==> src/rtl/mem_clear_ctrl_pkg.sv <==
// Shared definitions for the memory-clear controller: the per-channel
// state encoding and the DDRAM byte-enable constant.
package mem_clear_pkg;

  typedef enum logic [1:0] {
    IDLE = 2'd0,
    RUN  = 2'd1,
    DONE = 2'd2
  } chan_state_t;

  localparam logic [7:0] DDR_BE_ALL = 8'hFF;

endpackage

==> src/rtl/mem_clear_ctrl_if.sv <==
// Memory-side bus of the clear controller: the SDRAM write strobe/address
// and the Avalon-MM style DDRAM burst-write signals.
interface mem_clear_ctrl_if #(
  parameter int SDR_AW = 25,
  parameter int DDR_AW = 29
);

  logic [SDR_AW-1:0] sdr_addr;
  logic              sdr_we;
  logic [DDR_AW-1:0] ddr_addr;
  logic [7:0]        ddr_burstcnt;
  logic              ddr_we;
  logic [63:0]       ddr_din;
  logic [7:0]        ddr_be;
  logic              ddr_busy;

  modport master (
    output sdr_addr, sdr_we,
    output ddr_addr, ddr_burstcnt, ddr_we, ddr_din, ddr_be,
    input  ddr_busy
  );

  modport slave (
    input  sdr_addr, sdr_we,
    input  ddr_addr, ddr_burstcnt, ddr_we, ddr_din, ddr_be,
    output ddr_busy
  );

endinterface

==> src/rtl/mem_clear_burst.sv <==
// DDRAM clear engine: writes DDR_WORDS zero words as back-to-back bursts of
// DDR_BURST beats. The command (we/addr/burstcnt) holds while ddr_busy is
// high. hold only blocks the start of a new burst; a burst in flight finishes.
module mem_clear_burst
  import mem_clear_pkg::*;
#(
  parameter int DDR_AW    = 29,
  parameter int DDR_BURST = 128,
  parameter int DDR_WORDS = 2**24
) (
  input  logic              clk_sys,
  input  logic              rst_n,
  input  logic              go,
  input  logic              hold,
  input  logic              ddr_busy,
  output logic [DDR_AW-1:0] ddr_addr,
  output logic [7:0]        ddr_burstcnt,
  output logic              ddr_we,
  output logic [7:0]        ddr_be,
  output logic              run,
  output logic              done_nx
);

  localparam logic [DDR_AW-1:0] LAST_BASE = DDR_AW'(DDR_WORDS - DDR_BURST);
  localparam logic [DDR_AW-1:0] BURST_INC = DDR_AW'(DDR_BURST);
  localparam logic [7:0]        BEAT_LAST = 8'(DDR_BURST - 1);

  chan_state_t       state, state_nx;
  logic [DDR_AW-1:0] base, base_nx;
  logic [7:0]        beat, beat_nx;
  logic              we_q, we_nx;
  logic              accept;

  // State and burst bookkeeping registers.
  always_ff @(posedge clk_sys or negedge rst_n) begin
    if (!rst_n) begin
      state <= IDLE;
      base  <= '0;
      beat  <= '0;
      we_q  <= 1'b0;
    end else begin
      state <= state_nx;
      base  <= base_nx;
      beat  <= beat_nx;
      we_q  <= we_nx;
    end
  end

  // Next-state: count accepted beats, chain bursts unless held, stop after the last.
  always_comb begin
    state_nx = state;
    base_nx  = base;
    beat_nx  = beat;
    we_nx    = we_q;
    accept   = we_q & ~ddr_busy;
    case (state)
      IDLE, DONE: begin
        if (go) begin
          state_nx = RUN;
          base_nx  = '0;
          beat_nx  = '0;
          we_nx    = ~hold;
        end
      end
      RUN: begin
        if (accept) begin
          if (beat == BEAT_LAST) begin
            beat_nx = '0;
            if (base == LAST_BASE) begin
              state_nx = DONE;
              base_nx  = '0;
              we_nx    = 1'b0;
            end else begin
              base_nx = base + BURST_INC;
              we_nx   = ~hold;
            end
          end else begin
            beat_nx = beat + 1'b1;
          end
        end else if (!we_q && !hold) begin
          we_nx = 1'b1;
        end
      end
      default: state_nx = IDLE;
    endcase
  end

  assign ddr_we       = we_q;
  assign ddr_addr     = base;
  assign ddr_burstcnt = we_q ? 8'(DDR_BURST) : 8'h00;
  assign ddr_be       = we_q ? DDR_BE_ALL : 8'h00;
  assign run          = (state == RUN);
  assign done_nx      = (state_nx == DONE);

endmodule

==> src/rtl/mem_clear_ctrl.sv <==
// Memory-clear controller: zeroes SDRAM one word every SDR_PACE cycles and,
// when built with MEM_CLEAR_DDRAM_EN defined, zeroes DDRAM in bursts through
// mem_clear_burst. A start pulse launches all channels together; done rises
// once every enabled channel has finished.
module mem_clear_ctrl
  import mem_clear_pkg::*;
#(
  parameter int SDR_AW    = 25,
  parameter int SDR_WORDS = 2**25,
  parameter int SDR_PACE  = 32,
  parameter int DDR_AW    = 29,
  parameter int DDR_BURST = 128,
  parameter int DDR_WORDS = 2**24
) (
  input  logic             clk_sys,
  input  logic             rst_n,
  input  logic             start,
  input  logic             hold,
  mem_clear_ctrl_if.master mem,
  output logic             busy,
  output logic             done
);

  localparam int                PACE_W    = $clog2(SDR_PACE);
  localparam logic [PACE_W-1:0] PACE_LAST = PACE_W'(SDR_PACE - 1);
  localparam logic [SDR_AW-1:0] SDR_LAST  = SDR_AW'(SDR_WORDS - 1);

  chan_state_t       sdr_st, sdr_st_nx;
  logic [PACE_W-1:0] pace, pace_nx;
  logic [SDR_AW-1:0] sdr_addr, sdr_addr_nx;
  logic              sdr_we;
  logic              sdr_run;
  logic              ddr_run;
  logic              ddr_done_nx;
  logic              go;
  logic              done_nx;

  assign sdr_run = (sdr_st == RUN);
  // A run request is honoured only when no channel is mid-run.
  assign go      = start & ~(sdr_run | ddr_run);

  // SDRAM channel state, pace counter and address registers.
  always_ff @(posedge clk_sys or negedge rst_n) begin
    if (!rst_n) begin
      sdr_st   <= IDLE;
      pace     <= '0;
      sdr_addr <= '0;
    end else begin
      sdr_st   <= sdr_st_nx;
      pace     <= pace_nx;
      sdr_addr <= sdr_addr_nx;
    end
  end

  // SDRAM next-state: write on the last pace count, freeze everything under hold.
  always_comb begin
    sdr_st_nx   = sdr_st;
    pace_nx     = pace;
    sdr_addr_nx = sdr_addr;
    sdr_we      = 1'b0;
    case (sdr_st)
      IDLE, DONE: begin
        if (go) begin
          sdr_st_nx   = RUN;
          pace_nx     = '0;
          sdr_addr_nx = '0;
        end
      end
      RUN: begin
        if (!hold) begin
          if (pace == PACE_LAST) begin
            sdr_we  = 1'b1;
            pace_nx = '0;
            if (sdr_addr == SDR_LAST) begin
              sdr_st_nx   = DONE;
              sdr_addr_nx = '0;
            end else begin
              sdr_addr_nx = sdr_addr + 1'b1;
            end
          end else begin
            pace_nx = pace + 1'b1;
          end
        end
      end
      default: sdr_st_nx = IDLE;
    endcase
  end

  assign mem.sdr_we   = sdr_we;
  assign mem.sdr_addr = sdr_addr;
  assign mem.ddr_din  = '0;

`ifdef MEM_CLEAR_DDRAM_EN
  mem_clear_burst #(
    .DDR_AW    (DDR_AW),
    .DDR_BURST (DDR_BURST),
    .DDR_WORDS (DDR_WORDS)
  ) u_burst (
    .clk_sys      (clk_sys),
    .rst_n        (rst_n),
    .go           (go),
    .hold         (hold),
    .ddr_busy     (mem.ddr_busy),
    .ddr_addr     (mem.ddr_addr),
    .ddr_burstcnt (mem.ddr_burstcnt),
    .ddr_we       (mem.ddr_we),
    .ddr_be       (mem.ddr_be),
    .run          (ddr_run),
    .done_nx      (ddr_done_nx)
  );
`else
  // No DDRAM channel: drive its bus idle and let done follow SDRAM alone.
  localparam int ddr_cfg_unused = DDR_AW + DDR_BURST + DDR_WORDS;
  logic ddr_busy_unused;
  assign ddr_busy_unused  = mem.ddr_busy;
  assign mem.ddr_addr     = '0;
  assign mem.ddr_burstcnt = '0;
  assign mem.ddr_we       = 1'b0;
  assign mem.ddr_be       = '0;
  assign ddr_run          = 1'b0;
  assign ddr_done_nx      = 1'b1;
`endif

  assign busy    = sdr_run | ddr_run;
  assign done_nx = (sdr_st_nx == DONE) & ddr_done_nx;

  // done is registered from the next state so it rises as busy falls.
  always_ff @(posedge clk_sys or negedge rst_n) begin
    if (!rst_n) begin
      done <= 1'b0;
    end else begin
      done <= done_nx;
    end
  end

endmodule
==> src/flat_wrapper.sv <==
// flat-port wrapper written by rule: the top's interface ports become plain ports
module mem_clear_ctrl_flat import mem_clear_pkg::*;
#(
  parameter int SDR_AW    = 25,
  parameter int SDR_WORDS = 2**25,
  parameter int SDR_PACE  = 32,
  parameter int DDR_AW    = 29,
  parameter int DDR_BURST = 128,
  parameter int DDR_WORDS = 2**24
)
  (clk_sys, rst_n, start, hold, busy, done, mem_sdr_addr, mem_sdr_we, mem_ddr_addr, mem_ddr_burstcnt, mem_ddr_we, mem_ddr_din, mem_ddr_be, mem_ddr_busy);
  mem_clear_ctrl_if #(.SDR_AW(SDR_AW), .DDR_AW(DDR_AW)) mem_i ();
  input  logic clk_sys;
  input  logic rst_n;
  input  logic start;
  input  logic hold;
  output logic busy;
  output logic done;
  output wire logic [$bits(mem_i.sdr_addr)-1:0] mem_sdr_addr;
  output wire logic [$bits(mem_i.sdr_we)-1:0] mem_sdr_we;
  output wire logic [$bits(mem_i.ddr_addr)-1:0] mem_ddr_addr;
  output wire logic [$bits(mem_i.ddr_burstcnt)-1:0] mem_ddr_burstcnt;
  output wire logic [$bits(mem_i.ddr_we)-1:0] mem_ddr_we;
  output wire logic [$bits(mem_i.ddr_din)-1:0] mem_ddr_din;
  output wire logic [$bits(mem_i.ddr_be)-1:0] mem_ddr_be;
  input wire logic [$bits(mem_i.ddr_busy)-1:0] mem_ddr_busy;
  assign mem_sdr_addr = mem_i.sdr_addr;
  assign mem_sdr_we = mem_i.sdr_we;
  assign mem_ddr_addr = mem_i.ddr_addr;
  assign mem_ddr_burstcnt = mem_i.ddr_burstcnt;
  assign mem_ddr_we = mem_i.ddr_we;
  assign mem_ddr_din = mem_i.ddr_din;
  assign mem_ddr_be = mem_i.ddr_be;
  assign mem_i.ddr_busy = mem_ddr_busy;
  mem_clear_ctrl #(.SDR_AW(SDR_AW), .SDR_WORDS(SDR_WORDS), .SDR_PACE(SDR_PACE), .DDR_AW(DDR_AW), .DDR_BURST(DDR_BURST), .DDR_WORDS(DDR_WORDS)) u_core (.clk_sys(clk_sys), .rst_n(rst_n), .start(start), .hold(hold), .mem(mem_i), .busy(busy), .done(done));
endmodule
==> config.mk <==
export PLATFORM = sky130hd
export DESIGN_NAME = mem_clear_ctrl_flat
export DESIGN_NICKNAME = d
export VERILOG_FILES = /design/src/rtl/mem_clear_ctrl_pkg.sv /design/src/rtl/mem_clear_ctrl_if.sv /design/src/rtl/mem_clear_burst.sv /design/src/rtl/mem_clear_ctrl.sv /design/src/flat_wrapper.sv
export SDC_FILE = /design/constraint.sdc
export NUM_CORES = 1
export LEC_CHECK = 0
export ABC_AREA = 1
export CORE_MARGIN = 3
export CORE_UTILIZATION = 40
export CTS_BUF_LIST = sky130_fd_sc_hd__clkbuf_4
export DETAILED_ROUTE_END_ITERATION = 6
export PLACE_DENSITY = 0.77
export SETUP_SLACK_MARGIN = 0.05
export SYNTH_ARGS = -nofsm -noshare
export SYNTH_HDL_FRONTEND = slang
export SYNTH_SLANG_ARGS = --single-unit
==> constraint.sdc <==
create_clock -name clk_sys -period 2.2 [get_ports clk_sys]
set_input_delay 0.33 -clock clk_sys [delete_from_list [all_inputs] [get_ports clk_sys]]
set_output_delay 0.33 -clock clk_sys [all_outputs]
set_load 0.05 [all_outputs]
==> results.md <==
* Vias in the first global route at 2063
* Area grow syn2layout at 3.51%
* Final Max Tran Viols at 0
* Synth Area in XOR/XNOR at 0.0152
* CP Capture Type: register
* Drt total wl at roughly 5700 µm
* Cell count after synthesis at just under 400
* WP data required at 2480 ps
* Top cell family by delay on the critical path: simple AND/OR/NAND/NOR gates
* Number of synthesized flops with an enable pin at 0
* DRC Markers at 0
* Worst slew pin tran at around 510 ps
* Portion of netlist area occupied by mux cells at 0
* Cells after DPL at between 500 and 600
* Total clock sinks at 33
* Non-filler instance count after layout at approximately 530
* Met3 usage at 0.0331
* Worst-path clk slew at 120 ps
* Largest family of logic cells by synthesized area: buffers and inverters
* Max VDD drop at around 0.00033 V
* Share of cells above drive strength 1 at 0.0989
* Status: finished clean
* Synth Area per Inst at 7.32 µm²
* Syn Std Cell Area at 2890 µm²
* CP arrival at between 2000 and 2500 ps
* GRT overflow at 0
* CP most frequent cell: nand2_1
* Max-cap violations at 0
* R2r setup slk at approximately 190 ps
* Gr usage total at 0.130
* Post-synth cell types at 27
* Rows at 30
* Cell with the most instances after synthesis: buf_4
* Synth Area in Adders at 0.0130
* Area share of the largest cell type after synthesis at 0.289
* Worst-case clock skew at between 15 and 20 ps
* Clock Path Buffers at 2
* First-pass DRT Iterations at 4
* Met1 GRT Util at 0.151
* Max stage delay cell, worst path: dfrtp_1
* Die Ht at between 90 and 100 µm
* RSZ-0062 raised after global routing: no
* Initial drt markers at about 130
* Largest net degree at the start of global routing at 34
* Type of origin of the critical path: register
* WP buf/inv at 3
* Area of the die at 8270 µm²
* DP HPWL at 4420 µm
* Post-Synth Simple-Gate Area at 0.295
* Setup_tns at 0 ps
* CP max FO at 10
* Max incr delay on CP at 390 ps
* Leak at roughly 0.0017 µW
* Final nets at 442
* Crit path cell chain: ha_1 -> nand2_1 -> nor2_1 -> ha_1 -> inv_1 -> nor2_1 -> nand2_1 -> nand2_4 -> buf_4 -> nand3_1 -> o21bai_1 -> nand2_1 -> inv_1
* Io pins at between 100 and 150
* Num CTS Buffers at 5
* Tightest Hold Check Type: in -> async
* Synth area leaders: buf_4 (29%), dfrtp_1 (29%), nand2_1 (9.2%)
* Post-synth top flop: dfrtp_1
* GP Congestion at 0.829
* CP Class: reg -> reg
* Post-DR wirelength/cell at between 10 and 15 µm
* GRT busiest layer: met2
* Final Hold Fails at 0
* Power per cell area at around 660 nW/µm²
* Minimum clock period at between 2000 and 2500 ps
* First-pass GRT wire length at ~9000 µm
* Core area at between 6000 and 7000 µm²
* Via count at 2251
* #FFs+latches synth at 33
* CTS root buffer: clkbuf_4
* GR Layer Usage met2 at 0.227
* Relative slew slack at 0.657
* Post-synthesis sequential area ratio at 0.286
* I/O Buffers at 31
* CTS tree: yes
* Later-pin clock latency in the skew report at approximately 350 ps
* Vias/cell at between 4 and 5
* CTS HTree Levels at 2
* Final period util at 0.915
* Die width at around 91 µm
* Cell taking the most area after synthesis: buf_4
* Final setup violation count at 0
* Commonest cells post-synth: buf_4 (111), nand2_1 (71), nor2_1 (49)
* Complex-gate fraction of the synthesized area at 0.0416
* Fmax at roughly 500 MHz
* Synthesis Warnings at 0
* Post-DRT Antenna Nets at 0
* Inserted Diodes at 0
* Antenna violations before repair at 0
* FFs w/ async S/R, synth at 1.00
* Initial core utilization at 0.418
[kinds of logic (layout without fill, tap and decap cells)]
family	after synthesis	in the layout
compound gates	20	20
xor+xnor	5	5
fa+ha+maj	3	3
buf+inv	152	84
flops	33	33
other cells	1	110
simple gates	180	180
[placed cells by master (no fill, tap or decap)]
cell type        netlist  layout
buf_12                 0       1
o21bai_1               1       1
nor2_8                 1       1
nand2_1               71      71
nand3_1               22      22
inv_2                  3       3
dfrtp_1               33      33
ha_1                   3       3
a31oi_1                1       1
and2_1                 1       1
clkinvlp_4             0       1
nor2_1                49      48
o211ai_1               1       1
nand2_2                7       7
clkbuf_4               0       5
nor2_4                 4       5
a21oi_4                1       1
clkinv_2               0       2
nor3_1                 5       5
nand2_4                5       5
o21ai_0                9       9
conb_1                 1     110
nand4_1               11      11
inv_1                 35      35
o22ai_1                2       2
buf_4                111       8
clkdlybuf4s50_1        0      29
a21oi_1                5       5
nor2_2                 4       4
xor2_1                 5       5
[cell type report]
cell class              count  area (µm²)
clock buffers               5        37.5
clock inverters             3        17.5
fillers                   709        3920
inverters                  38         143
multi-input cells         318        1470
flip-flops and latches     33         826
well taps                  96         120
repair buffers             38         370
[state kept, by name (all words and copies together) (netlist names)]
register,count
u_core.pace,5
u_core.done,1
u_core.sdr_st,2
u_core.mem.sdr_addr,25
[worst paths after layout]
check                               start                      end  cells past startpoint
max in group asynchronous           rst_n  u_core.mem.sdr_addr[24]                      2
hold reg to reg            u_core.pace[4]           u_core.pace[4]                      2
hold / removal                      rst_n  u_core.mem.sdr_addr[21]                      2
setup / recovery           u_core.pace[0]  u_core.mem.sdr_addr[24]                     13
min in group clk_sys       u_core.pace[4]           u_core.pace[4]                      2
setup reg to reg           u_core.pace[0]  u_core.mem.sdr_addr[24]                     13
[repair_timing]
action,CTS,global route
endpoints found under the setup margin,0,7
resized for setup,0,1
buffers inserted,0,3
hold endpoints to repair,0,0
hold buffers,0,0
[per-layer routing]
metal	vias to the layer above	routed length [µm]
li1	1083	-
met1	1056	2210
met2	105	2940
met3	7	481
met4	0	63
met5	-	0
[report_power, final]
group | switching (µW) | internal, µW | total, µW
clock network | 227 | 120 | 347
logic | 697 | 148 | 845
registers | 92.4 | 685 | 777
[stage by stage]
stage,cell area [µm²],hold slack [ps],total power [µW],util,setup slack (ps)
final,2990,369,1970,0.432,187
after global routing,2990,413,2070,0.432,52.4
after CTS,2960,385,1980,0.428,118
after detailed placement,2900,503,1630,0.420,158
after global placement,2900,478,1610,0.420,238
after floorplan,3300,34.4,1620,-,223
No activity file was read; power rests on OpenSTA's default activity.
